## src/rtl/servo_pwm_multi.sv

```systemverilog
// Multi-channel servo PWM: angle writes become saturated pulse widths that take effect only at frame boundaries.
// Define SERVO_SLEW_EN to rate-limit each channel's width change to SLEW_STEP per frame.

module servo_pwm_multi #(
  parameter int unsigned CH        = 4,
  parameter int unsigned PERIOD    = 2_000_000,
  parameter int unsigned PULSE_MIN = 50_000,
  parameter int unsigned PULSE_MAX = 250_000,
  parameter int unsigned PULSE_MID = 150_000,
  parameter int unsigned STEP      = 741,
  parameter int unsigned ANGLE_MAX = 270,
  parameter int unsigned SLEW_STEP = 5_000
) (
  input  logic          sclk,
  input  logic          rst_n,
  input  logic          wr_valid,
  output logic          wr_ready,
  input  logic [3:0]    wr_ch,
  input  logic [8:0]    wr_angle,
  output logic          wr_err,
  output logic          frame_start,
  output logic [CH-1:0] pwm
);

  localparam int unsigned RAW_MAX = PULSE_MIN + ANGLE_MAX * STEP;
  localparam int unsigned CAP     = (PULSE_MAX < PERIOD - 1) ? PULSE_MAX : PERIOD - 1;
  localparam int unsigned BIG_A   = (RAW_MAX > PERIOD - 1) ? RAW_MAX : PERIOD - 1;
  localparam int unsigned BIG     = (BIG_A > PULSE_MID) ? BIG_A : PULSE_MID;
  localparam int          WW      = $clog2(BIG + 1);
  localparam int          CHW     = (CH > 1) ? $clog2(CH) : 1;

  localparam logic [WW-1:0] LAST   = WW'(PERIOD - 1);
  localparam logic [WW-1:0] MID_W  = WW'(PULSE_MID);
  localparam logic [WW-1:0] MIN_W  = WW'(PULSE_MIN);
  localparam logic [WW-1:0] STEP_W = WW'(STEP);
  localparam logic [WW-1:0] CAP_W  = WW'(CAP);
`ifdef SERVO_SLEW_EN
  localparam logic [WW-1:0] SLEW_W = WW'(SLEW_STEP);
`endif

  // Catch impossible configurations at elaboration rather than in silicon.
  if (CH < 1 || CH > 16 || PULSE_MIN > PULSE_MAX || SLEW_STEP == 0) begin : g_bad_params
    $error("servo_pwm_multi: invalid parameter set");
  end

  logic [WW-1:0]  cnt_q, cnt_d;
  logic           rdy_q, err_q, fs_q;
  logic [CH-1:0]  pwm_q, pwm_d;
  logic           s1_vld_q;
  logic [CHW-1:0] s1_ch_q;
  logic [WW-1:0]  s1_width_q, s1_width_d;
  logic [WW-1:0]  target_q [CH];
  logic [WW-1:0]  target_d [CH];
  logic [WW-1:0]  active_q [CH];
  logic [WW-1:0]  active_d [CH];
  logic           accept, bad, boundary;
  logic [WW-1:0]  sat_width;

  always_comb begin
    accept     = wr_valid && rdy_q;
    bad        = (32'(wr_angle) > ANGLE_MAX) || (32'(wr_ch) >= CH);
    boundary   = (cnt_q == LAST);
    cnt_d      = boundary ? '0 : cnt_q + 1'b1;
    // Widened so the unsaturated sum of any legal angle cannot wrap.
    s1_width_d = MIN_W + WW'(wr_angle) * STEP_W;
    sat_width  = (s1_width_q > CAP_W) ? CAP_W : s1_width_q;
    pwm_d      = '0;
    for (int i = 0; i < int'(CH); i++) begin
      pwm_d[i]    = cnt_q < active_q[i];
      target_d[i] = target_q[i];
      active_d[i] = active_q[i];
      if (s1_vld_q && s1_ch_q == CHW'(i)) begin
        target_d[i] = sat_width;
      end
      // The load sees target_q, so a same-edge write waits one more frame.
      if (boundary) begin
`ifdef SERVO_SLEW_EN
        if (target_q[i] > active_q[i]) begin
          active_d[i] = (target_q[i] - active_q[i] > SLEW_W) ? active_q[i] + SLEW_W : target_q[i];
        end else begin
          active_d[i] = (active_q[i] - target_q[i] > SLEW_W) ? active_q[i] - SLEW_W : target_q[i];
        end
`else
        active_d[i] = target_q[i];
`endif
      end
    end
  end

  always_ff @(posedge sclk) begin
    if (!rst_n) begin
      cnt_q      <= '0;
      rdy_q      <= 1'b0;
      err_q      <= 1'b0;
      fs_q       <= 1'b0;
      pwm_q      <= '0;
      s1_vld_q   <= 1'b0;
      s1_ch_q    <= '0;
      s1_width_q <= '0;
      for (int i = 0; i < int'(CH); i++) begin
        target_q[i] <= MID_W;
        active_q[i] <= MID_W;
      end
    end else begin
      cnt_q      <= cnt_d;
      rdy_q      <= !accept;
      err_q      <= accept && bad;
      fs_q       <= (cnt_q == '0);
      pwm_q      <= pwm_d;
      s1_vld_q   <= accept && !bad;
      s1_ch_q    <= wr_ch[CHW-1:0];
      s1_width_q <= s1_width_d;
      for (int i = 0; i < int'(CH); i++) begin
        target_q[i] <= target_d[i];
        active_q[i] <= active_d[i];
      end
    end
  end

  assign wr_ready    = rdy_q;
  assign wr_err      = err_q;
  assign frame_start = fs_q;
  assign pwm         = pwm_q;

endmodule

```

## config.mk

```make
export PLATFORM = sky130hd
export DESIGN_NAME = servo_pwm_multi
export DESIGN_NICKNAME = d
export VERILOG_FILES = /design/src/rtl/servo_pwm_multi.sv
export SDC_FILE = /design/constraint.sdc
export NUM_CORES = 1
export LEC_CHECK = 0
export BUFFER_PORTS_ARGS = -buffer_cell sky130_fd_sc_hd__buf_2
export CAP_MARGIN = 20
export CORE_MARGIN = 1
export CORE_UTILIZATION = 55
export CTS_BUF_LIST = sky130_fd_sc_hd__clkbuf_4 sky130_fd_sc_hd__clkbuf_8
export DETAILED_ROUTE_END_ITERATION = 6
export PLACE_DENSITY_LB_ADDON = 0.08
export SLEW_MARGIN = 20
export SYNTH_ARGS = -nofsm -noshare
export SYNTH_HDL_FRONTEND = slang
export SYNTH_SLANG_ARGS = --single-unit
```

## constraint.sdc

```tcl
create_clock -name sclk -period 7.8 [get_ports sclk]
set_input_delay 0.78 -clock sclk [delete_from_list [all_inputs] [get_ports sclk]]
set_output_delay 0.78 -clock sclk [all_outputs]
set_load 0.005 [all_outputs]
```

==> results of run 1 <==
-- worst register-to-register path, delay by kind of cell (launching register included) --
family / cells / cell delay (ns)
fa+ha+maj: 1 / 0.28
compound gates: 1 / 0.19
simple gates: 4 / 1.18
buf+inv: 1 / 0.82
flops: 1 / 0.52
-- cells by family after synthesis --
| logic type | count (synthesis) | share of synthesized area [%] |
|---|---|---|
| DFF | 211 | 37.6 |
| AOI/OAI and AO/OA | 279 | 15.7 |
| xor gates and xnor gates | 23 | 1.79 |
| buffers and inverters | 189 | 7.00 |
| adders and majority gates | 169 | 20.6 |
| and+or+nand+nor | 406 | 17.0 |
| muxes | 3 | 0.267 |
-- placed cells by master (no fill, tap or decap), types with 3 or more instances in the layout --
| cell | instances |
|---|---|
| fa_1 | 27 |
| inv_1 | 127 |
| clkbuf_4 | 17 |
| a21oi_1 | 96 |
| nor3_1 | 22 |
| buf_4 | 8 |
| a31oi_1 | 25 |
| nand2b_1 | 8 |
| nor2_1 | 55 |
| o21ai_1 | 21 |
| buf_2 | 21 |
| o211ai_2 | 8 |
| dfxtp_1 | 211 |
| and2_1 | 11 |
| or2_2 | 4 |
| mux2i_1 | 3 |
| o211ai_1 | 38 |
| o21ai_0 | 27 |
| nand2_1 | 191 |
| clkbuf_8 | 46 |
| nand3_1 | 40 |
| a21o_1 | 23 |
| o21a_1 | 11 |
| nor4_1 | 4 |
| o31ai_1 | 8 |
| nand2_2 | 3 |
| o2111ai_1 | 4 |
| a211oi_1 | 8 |
| xor2_1 | 15 |
| nand4_1 | 15 |
| or3_1 | 6 |
| and4_1 | 6 |
| or4_1 | 3 |
| ha_1 | 142 |
| xnor2_1 | 8 |
| nor2b_1 | 5 |
| and3_1 | 20 |
-- through the flow --
step / setup slack (ns) / utilization [%]
after floorplan: 3.31 / -
after global placement: 2.96 / 58.0
after detailed placement: 2.93 / 58.0
after CTS: 3.47 / 62.0
after global routing: 3.27 / 62.0
final: 3.45 / 62.0
-- layout make-up --
cell class / instances / area, um2 / share of cell area (%)
Multi-Input combinational cell: 880 / 6230 / 51.0
Sequential cell: 211 / 4220 / 34.5
Clock buffer: 63 / 761 / 6.22
Inverter: 129 / 484 / 3.96
Tap cell: 265 / 332 / 2.71
Timing Repair Buffer: 29 / 165 / 1.35
Clock inverter: 4 / 30.0 / 0.246
-- final timing paths --
| path | start | end | slack [ns] | cells past startpoint |
|---|---|---|---|---|
| max | wr_angle[3] | s1_width_q[18] | 3.45 | 12 |
| min | wr_valid | wr_ready | 0.43 | 2 |
| max reg2reg | cnt_q[1] | active_q[0][10] | 4.70 | 7 |
| min reg2reg | target_q[3][1] | active_q[3][1] | 0.43 | 2 |
-- synthesized netlist by cell type, drive strengths merged (11+ instances only) --
master	n	area [um2]
a21o	23	173
a21oi	96	480
a31oi	25	156
and2	11	68.8
and3	21	131
buf	22	159
clkbuf	38	143
dfxtp	211	4220
fa	27	541
ha	142	1780
inv	128	480
nand2	194	736
nand3	40	200
nand4	15	93.8
nor2	55	206
nor3	22	110
o211ai	46	385
o21a	11	82.6
o21ai	48	240
xor2	15	131
-- registers in the layout, indices dropped and copies added, names as in the netlist --
signal       cells
s1_ch_q          2
frame_start      1
cnt_q           21
wr_ready         1
pwm              4
active_q        80
wr_err           1
s1_vld_q         1
s1_width_q      20
target_q        80
-- routing by layer --
metal,global-route usage (%),vias up,share of wire (%)
met4,7.61,0,1.8
met1,36.4,4095,49
met5,0,-,0
li1,-,4432,-
met2,40.1,176,45
met3,3.65,33,3.9
-- power by group through the flow --
| stage | registers, uW | logic [uW] | clock network (uW) |
|---|---|---|---|
| finish | 1150 | 614 | 1070 |
| global route | 1150 | 705 | 1140 |
| CTS | 1150 | 617 | 1090 |
| detailed placement | 1170 | 611 | 0 |
| global placement | 1170 | 604 | 0 |
| floorplan | 1160 | 471 | 0 |
==> run summary, run 1 <==
Combinational power share: 21.7%
Clock Power Share: 37.7%
Max Cap Viol: 0
Tightest Pin Transition: 0.956 ns
Die area: 21,000 um2
Critical path class: primary input to flop
Cells after DPL: 1,514
CTS max path bufs: 3
Final Cycle Share: 55.8%
CP Buf/Inv Count: 1
Clk_skew: 0.0314 ns
GRT Residual Overflow: 0
Nets: 1,474
Overall Power: 2830 uW
Final min period: 4.35 ns
Die width: 145 um
Synthesized area per cell: 8.78 um2
Post-CTS Setup Repair Bufs: 0
Layout cell share with drive strength beyond 1: 9.19%
Final Max Tran Viols: 0
Number of global-route vias before repair: 8,171
Syn_nets: 1,465
Die height: 145 um
DP Area: 11,400 um2
Crit path DAT: 4.80 ns
FP Rows: 51
Post-cts sizing count: 0
Async S/R FF share, synth: 0%
CP required: 8.25 ns
Static leakage: 0.00559 uW
Maximum fanout along the worst path: 7
All-Layer GR Usage: 25.6%
Switch Pwr: 843 uW
GP Congestion: 0.844
Num CTS Buffers: 38
Initial antenna violation count: 0
Via density: 5.53
Post-route cell area: 12,200 um2
PwrDens: 231 nW/um2
CTS H-tree lvls: 2
#FFs+latches synth: 211
Crit end category: flop
Port Buffer Count: 22
Cell family with most CP delay: adder cells
Number of diodes: 0
Crit path cell chain: buf_2 -> fa_1 -> fa_1 -> fa_1 -> fa_1 -> ha_1 -> ha_1 -> a21o_1 -> a21oi_1 -> a31oi_1 -> a221oi_1 -> mux2i_1
VDD IR max: 174 uV
Hold Path Class: primary input to flop
Clk_lat worst skew: 0.54 ns
Clk Tree Root Cell: clkbuf_8
Synth Instances: 1,280
WL final: 26,200 um
Crit-path slowest cell: fa_1
Switching Fraction: 29.8%
CTS tree: done
Status: completed
Hold buffers post-CTS: 0
Core ar.: 19,700 um2
Pint: 1980 uW
Netlist cell types: 57
DRT Pass-1 Iters: 5
Final hold slack: 0.430 ns
Clk sink count: 211
Final std cells w/o fill: 1,581
Top Ports: 23
Filler cells: 1,746
RSZ-0062 raised after global routing: false
Final setup viols: 0
Initial Utilization: 57.0%
DR WL/cell: 16.6 um
First-pass GRT wire length: 43,100 um
Vias: 8,736
Number of synthesized flops with an enable pin: 0
Most frequent CP cell: fa_1
Largest net degree at the start of global routing: 89
Fin. Hold Viols: 0
Max stage delay on crit path: 0.57 ns
Max Fclk: 230 MHz
Reg clk slew, reported paths: 0.06 ns
Layout Area Growth over Synthesis: 8.87%
Worst slew margin: 36.2%
CP startpoint kind: primary input
Antenna Nets Post-Route: 0
Synth Cell Area: 11,200 um2
Post-DP HPWL: 18,200 um
Initial DRC Count: 548
Setup TNS Final: 0 ns
Seq pwr share: 40.6%
Post-synthesis sequential area ratio: 37.6%
Yosys warns: 0
Post-route DRC: 0
Ys flop type: dfxtp_1
Note: power is estimated with default switching activity, not from simulation.
==> run 2: changes to the inputs <==
==> constraint.sdc (replaced) <==
create_clock -name sclk -period 4.1 [get_ports sclk]
set_input_delay 0.41 -clock sclk [delete_from_list [all_inputs] [get_ports sclk]]
set_output_delay 0.41 -clock sclk [all_outputs]
set_load 0.005 [all_outputs]
==> run summary, run 2 (synthesis results as in run 1) <==
Max Cap Viol: 0 (unchanged)
CTS H-tree lvls: 2 (unchanged)
Hold Crit Start: wr_valid
Post-cts sizing count: 0 (unchanged)
Worst hold stages: 2 (unchanged)
Most frequent cells in the layout: 211 x dfxtp_1, 191 x nand2_1, 142 x ha_1
Num CTS Buffers: 36 (-5.3%)
CTS tree: done
Post-route DRC: 0 (unchanged)
Initial DRC Count: 578 (+5.5%)
Die height: 145 um (unchanged)
Hold Path Class: primary input to flop
Overall Power: 5560 uW (+97%)
Via density: 5.51 (-0.31%)
Reg2reg setup slack: 1.22 ns (-3.48 ns)
Tightest Pin Transition: 0.939 ns (-0.0174 ns)
RSZ-0062 raised after global routing: false
Vias: 8,885 (+1.7%)
Static leakage: 0.00577 uW (+3.2%)
DR WL/cell: 16.3 um (-1.9%)
Status: completed
All-Layer GR Usage: 25.7% (+0.16 points)
Hold buffers post-CTS: 0 (unchanged)
Top Ports: 23 (unchanged)
GP Congestion: 0.876 (+3.7%)
Critical path class: primary input to flop
Largest registers: active_q: 80 flops, target_q: 80 flops, cnt_q: 21 flops
Worst setup path startpoint: wr_angle[3]
CTS max path bufs: 3 (unchanged)
Crit path DAT: 4.27 ns (-0.53 ns)
Maximum fanout along the worst path: 3 (-4)
WL final: 26,200 um (+0.13%)
DRT Pass-1 Iters: 5 (unchanged)
DR WL met3: 1130 um (+11%)
Commonest non-fill, non-tap cell in the layout: dfxtp_1
Crit-path slowest cell: fa_1
PwrDens: 444 nW/um2 (+92%)
Cells after DPL: 1,553 (+2.6%)
CP Buf/Inv Count: 1 (unchanged)
Worst slew margin: 36.9% (+0.68 points)
Max Fclk: 262 MHz
Top routing layer in use: met4
Layout cell share with drive strength beyond 1: 11.4% (+2.2 points)
Number of diodes: 0 (unchanged)
RR Startpoint: cnt_q[1]
Clk_skew: 0.0247 ns (-0.00670 ns)
Worst R2R End: cnt_q[20]
Crit end category: flop
Cell family with most CP delay: adder cells
First-pass GRT wire length: 43,600 um (+1.2%)
M1 WL: 12,900 um (-0.56%)
R2R depth: 6 (-1)
Number of global-route vias before repair: 8,361 (+2.3%)
Final hold slack: 0.0690 ns (-0.361 ns)
Metal2 WL: 11,500 um (-2.2%)
Clk Tree Root Cell: clkbuf_8
Final std cells w/o fill: 1,613 (+2.0%)
Clk sink count: 211 (unchanged)
GRT Residual Overflow: 0 (unchanged)
Die width: 145 um (unchanged)
Initial antenna violation count: 0 (unchanged)
Layout Area Growth over Synthesis: 11.4%
Clk_lat worst skew: 0.53 ns (about the same)
Die area: 21,000 um2 (unchanged)
Port Buffer Count: 22 (unchanged)
CP startpoint kind: primary input
Initial Utilization: 57.0% (unchanged)
Reg clk slew, reported paths: 0.06 ns (about the same)
Worst Hold Endpoint: wr_ready
Nets: 1,511 (+2.5%)
Final min period: 3.82 ns
Post-CTS Setup Repair Bufs: 0 (unchanged)
Crit path cell chain: buf_2 -> fa_1 -> fa_1 -> fa_1 -> fa_1 -> ha_1 -> ha_1 -> a21o_1 -> a21oi_1 -> a31oi_1 -> a221oi_1 -> mux2i_1
Antenna Nets Post-Route: 0 (unchanged)
Most frequent CP cell: fa_1
Post-DP HPWL: 18,500 um (+1.5%)
Core ar.: 19,700 um2 (unchanged)
FP Rows: 51 (unchanged)
Largest net degree at the start of global routing: 67 (-25%)
VDD IR max: 255 uV (+46%)
Final setup viols: 0 (unchanged)
Fin. Hold Viols: 0 (unchanged)
Final Max Tran Viols: 0 (unchanged)
Final Cycle Share: 93.1%
CP required: 4.55 ns (-3.70 ns)
Max stage delay on crit path: 0.56 ns (about the same)
-- run 2: cell types whose count changed in the layout (fill, tap and decap cells not counted), sizes merged --
cell	before	now
buf	29	68
bufinv	0	1
clkbuf	63	55
clkinv	1	3
clkinvlp	1	0
inv	131	130
-- run 2: worst reg2reg max path, cell delays in order (launching register included) --
cell,delay [ns]
dfxtp_1,0.54
ha_1,0.29
and4_4,0.27
nand3_1,0.13
or4_4,0.89
nand2_2,0.53
nor2_1,0.11
-- run 2: layout make-up --
type                       instances  area (um2)
inverter                         129         484
fill                            1737        7200
sequential                       211        4220
clock inverter                     5        53.8
tap                              265         332
timing repair buffer              68         495
multi-input combinational        880        6230
clock buffer                      55         694
-- run 2: worst max-delay path by stage --
stage / end / cells after the start
after floorplan: s1_width_q[18] / 11
after global placement: s1_width_q[18] / 12
after detailed placement: s1_width_q[18] / 12
after CTS: s1_width_q[18] / 12
after global routing: s1_width_q[18] / 12
final: s1_width_q[18] / 12
-- run 2: through the flow --
step | util (%) | setup TNS [ns] | instance area, um2 | worst slack (ns)
after floorplan | - | 0 | 11200 | 0.00246
after global placement | 59.7 | -0.511 | 11800 | -0.233
after detailed placement | 59.7 | -0.767 | 11800 | -0.279
after CTS | 63.5 | 0 | 12500 | 0.259
after global routing | 63.5 | 0 | 12500 | 0.0774
final | 63.5 | 0 | 12500 | 0.283
-- run 2: layer usage --
layer | vias to the layer above | track usage, %
met5 | - | 0
met4 | 0 | 9.10
met3 | 49 | 3.33
met2 | 175 | 40.1
met1 | 4154 | 36.5
li1 | 4507 | -
-- run 2: power breakdown --
group,internal (uW),total [uW],switching (uW)
Sequential,2130,2180,50.1
Clock,1140,1980,846
Combinational,662,1400,733
==> run 3: changes to the inputs <==
==> constraint.sdc (replaced) <==
create_clock -name sclk -period 4.1 [get_ports sclk]
set_input_delay 0 -clock sclk [delete_from_list [all_inputs] [get_ports sclk]]
set_output_delay 0 -clock sclk [all_outputs]
set_load 0.005 [all_outputs]
==> run summary, run 3 (synthesis results as in run 1) <==
Reg clk slew, reported paths: 0.06 ns (about the same)
Most frequent cells in the layout: 211 x dfxtp_1, 191 x nand2_1, 142 x ha_1
DR WL/cell: 16.7 um (+2.7%)
Top routing layer in use: met4
RSZ-0062 raised after global routing: false
Max stage delay on crit path: 0.54 ns (-0.02 ns)
Die area: 21,000 um2 (unchanged)
Post-route DRC: 0 (unchanged)
CTS H-tree lvls: 2 (unchanged)
PwrDens: 436 nW/um2 (-1.7%)
M1 WL: 12,800 um (-0.82%)
Maximum fanout along the worst path: 5 (+2)
First-pass GRT wire length: 44,000 um (+1.0%)
Number of diodes: 0 (unchanged)
WL final: 26,600 um (+1.2%)
Final Max Tran Viols: 0 (unchanged)
Number of global-route vias before repair: 8,420 (+0.71%)
GP Congestion: 0.868 (-0.82%)
Clk Tree Root Cell: clkbuf_8
Layout Area Growth over Synthesis: 9.81%
Crit-path slowest cell: dlygate4sd3_1
DRT Pass-1 Iters: 5 (unchanged)
Fin. Hold Viols: 0 (unchanged)
Tightest Pin Transition: 0.904 ns (-0.0347 ns)
Critical path class: primary input to flop
CP Depth: 15 (+3)
Clk_lat worst skew: 0.52 ns (about the same)
Crit end category: flop
Static leakage: 0.00563 uW (-2.4%)
Top Ports: 23 (unchanged)
Clk_skew: 0.00988 ns (-0.0148 ns)
Final setup viols: 0 (unchanged)
Nets: 1,484 (-1.8%)
CP required: 4.54 ns (about the same)
Vias: 8,795 (-1.0%)
Post-CTS Setup Repair Bufs: 0 (unchanged)
Via density: 5.53 (+0.48%)
Max Fclk: 256 MHz (-2.2%)
Commonest non-fill, non-tap cell in the layout: dfxtp_1
Metal2 WL: 12,100 um (+4.5%)
CTS tree: done
Largest net degree at the start of global routing: 86 (+28%)
Max Cap Viol: 0 (unchanged)
Initial Utilization: 57.0% (unchanged)
Setup TNS Final: 0 ns (unchanged)
Worst hold stages: 3 (+1)
R2R depth: 6 (unchanged)
Die height: 145 um (unchanged)
Hold Path Class: primary input to flop
Final std cells w/o fill: 1,589 (-1.5%)
FP Rows: 51 (unchanged)
Initial antenna violation count: 1 (+1)
Cell family with most CP delay: adder cells
CP Buf/Inv Count: 4 (+3)
Final min period: 3.90 ns (+0.0869 ns)
Layout cell share with drive strength beyond 1: 9.29% (-2.1 points)
Port Buffer Count: 22 (unchanged)
Crit path cell chain: dlygate4sd3_1 -> buf_2 -> fa_1 -> ha_1 -> inv_1 -> fa_1 -> inv_1 -> fa_1 -> ha_1 -> ha_1 -> nor2b_1 -> o2111ai_1 -> a31oi_2 -> a221oi_1 -> mux2i_1
Clk sink count: 211 (unchanged)
CTS max path bufs: 3 (unchanged)
All-Layer GR Usage: 26.1% (+0.33 points)
Antenna Nets Post-Route: 0 (unchanged)
VDD IR max: 313 uV (+23%)
Crit path DAT: 4.35 ns (+0.08 ns)
Overall Power: 5380 uW (-3.1%)
CP startpoint kind: primary input
Worst slew margin: 39.2% (+2.3 points)
Die width: 145 um (unchanged)
DR WL met3: 1340 um (+19%)
Num CTS Buffers: 36 (unchanged)
GRT Residual Overflow: 0 (unchanged)
Cells after DPL: 1,519 (-2.2%)
Post-DP HPWL: 18,400 um (-0.39%)
Core ar.: 19,700 um2 (unchanged)
Core Util, Final: 62.6% (-0.93 points)
Largest registers: active_q: 80 flops, target_q: 80 flops, cnt_q: 21 flops
Final Cycle Share: 95.2% (+2.1 points)
Initial DRC Count: 588 (+1.7%)
Final hold slack: 0.0203 ns (-0.0487 ns)
Status: completed
## run 3: cell count changes in the layout (fill, tap and decap cells not counted), moves of 2 or more
cell,before,now
buf_4,44,12
dlygate4sd3_1,0,7
clkbuf_8,45,48
buf_12,3,1
clkbuf_4,10,12
clkinv_2,3,1
clkinvlp_4,0,2
## run 3: per-layer routing
metal | up-vias | GRT usage, %
met2 | 204 | 41.7
met1 | 4125 | 36.5
li1 | 4427 | -
met3 | 39 | 4.15
met5 | - | 0
met4 | 0 | 6.65
## run 3: through the flow
step,worst slack [ns],instance area (um2)
final,0.196,12300
after global placement,0.154,11500
after CTS,0.193,12300
after detailed placement,0.0783,11500
after floorplan,0.391,11200
after global routing,0.0334,12300
## run 3: cell type report
cell class,instances,area [um2]
timing repair buffer,41,285
multi-input combinational,880,6240
fill,1757,7380
sequential,211,4220
clock buffer,60,751
clock inverter,3,20.0
tap,265,332
inverter,129,484
## run 3: where the power goes
group          internal, uW  switching [uW]  leakage (uW)
clock                  1150             829      0.000405
combinational           500             726       0.00351
sequential             2130            50.1       0.00171
## run 3: worst register-to-register path, cell delays in order (launching register included)
cell	delay, ns
dfxtp_1	0.55
ha_1	0.28
and4_4	0.28
nand3_1	0.13
or4_4	0.91
nand2_2	0.47
nor2_1	0.10
## run 3: worst paths after layout
| kind | from | to | slack [ns] |
|---|---|---|---|
| worst min-delay path | wr_angle[2] | s1_width_q[2] | 0.02 |
| worst min register to register | target_q[3][2] | active_q[3][2] | 0.45 |
| worst max register to register | cnt_q[1] | cnt_q[7] | 1.26 |
| worst max-delay path | wr_angle[0] | s1_width_q[18] | 0.20 |
## run 3: what timing repair did
item,CTS,global route
setup endpoints to repair,0,1
endpoints found under the hold margin,7,0
hold buffers,7,0
resized for setup,0,1
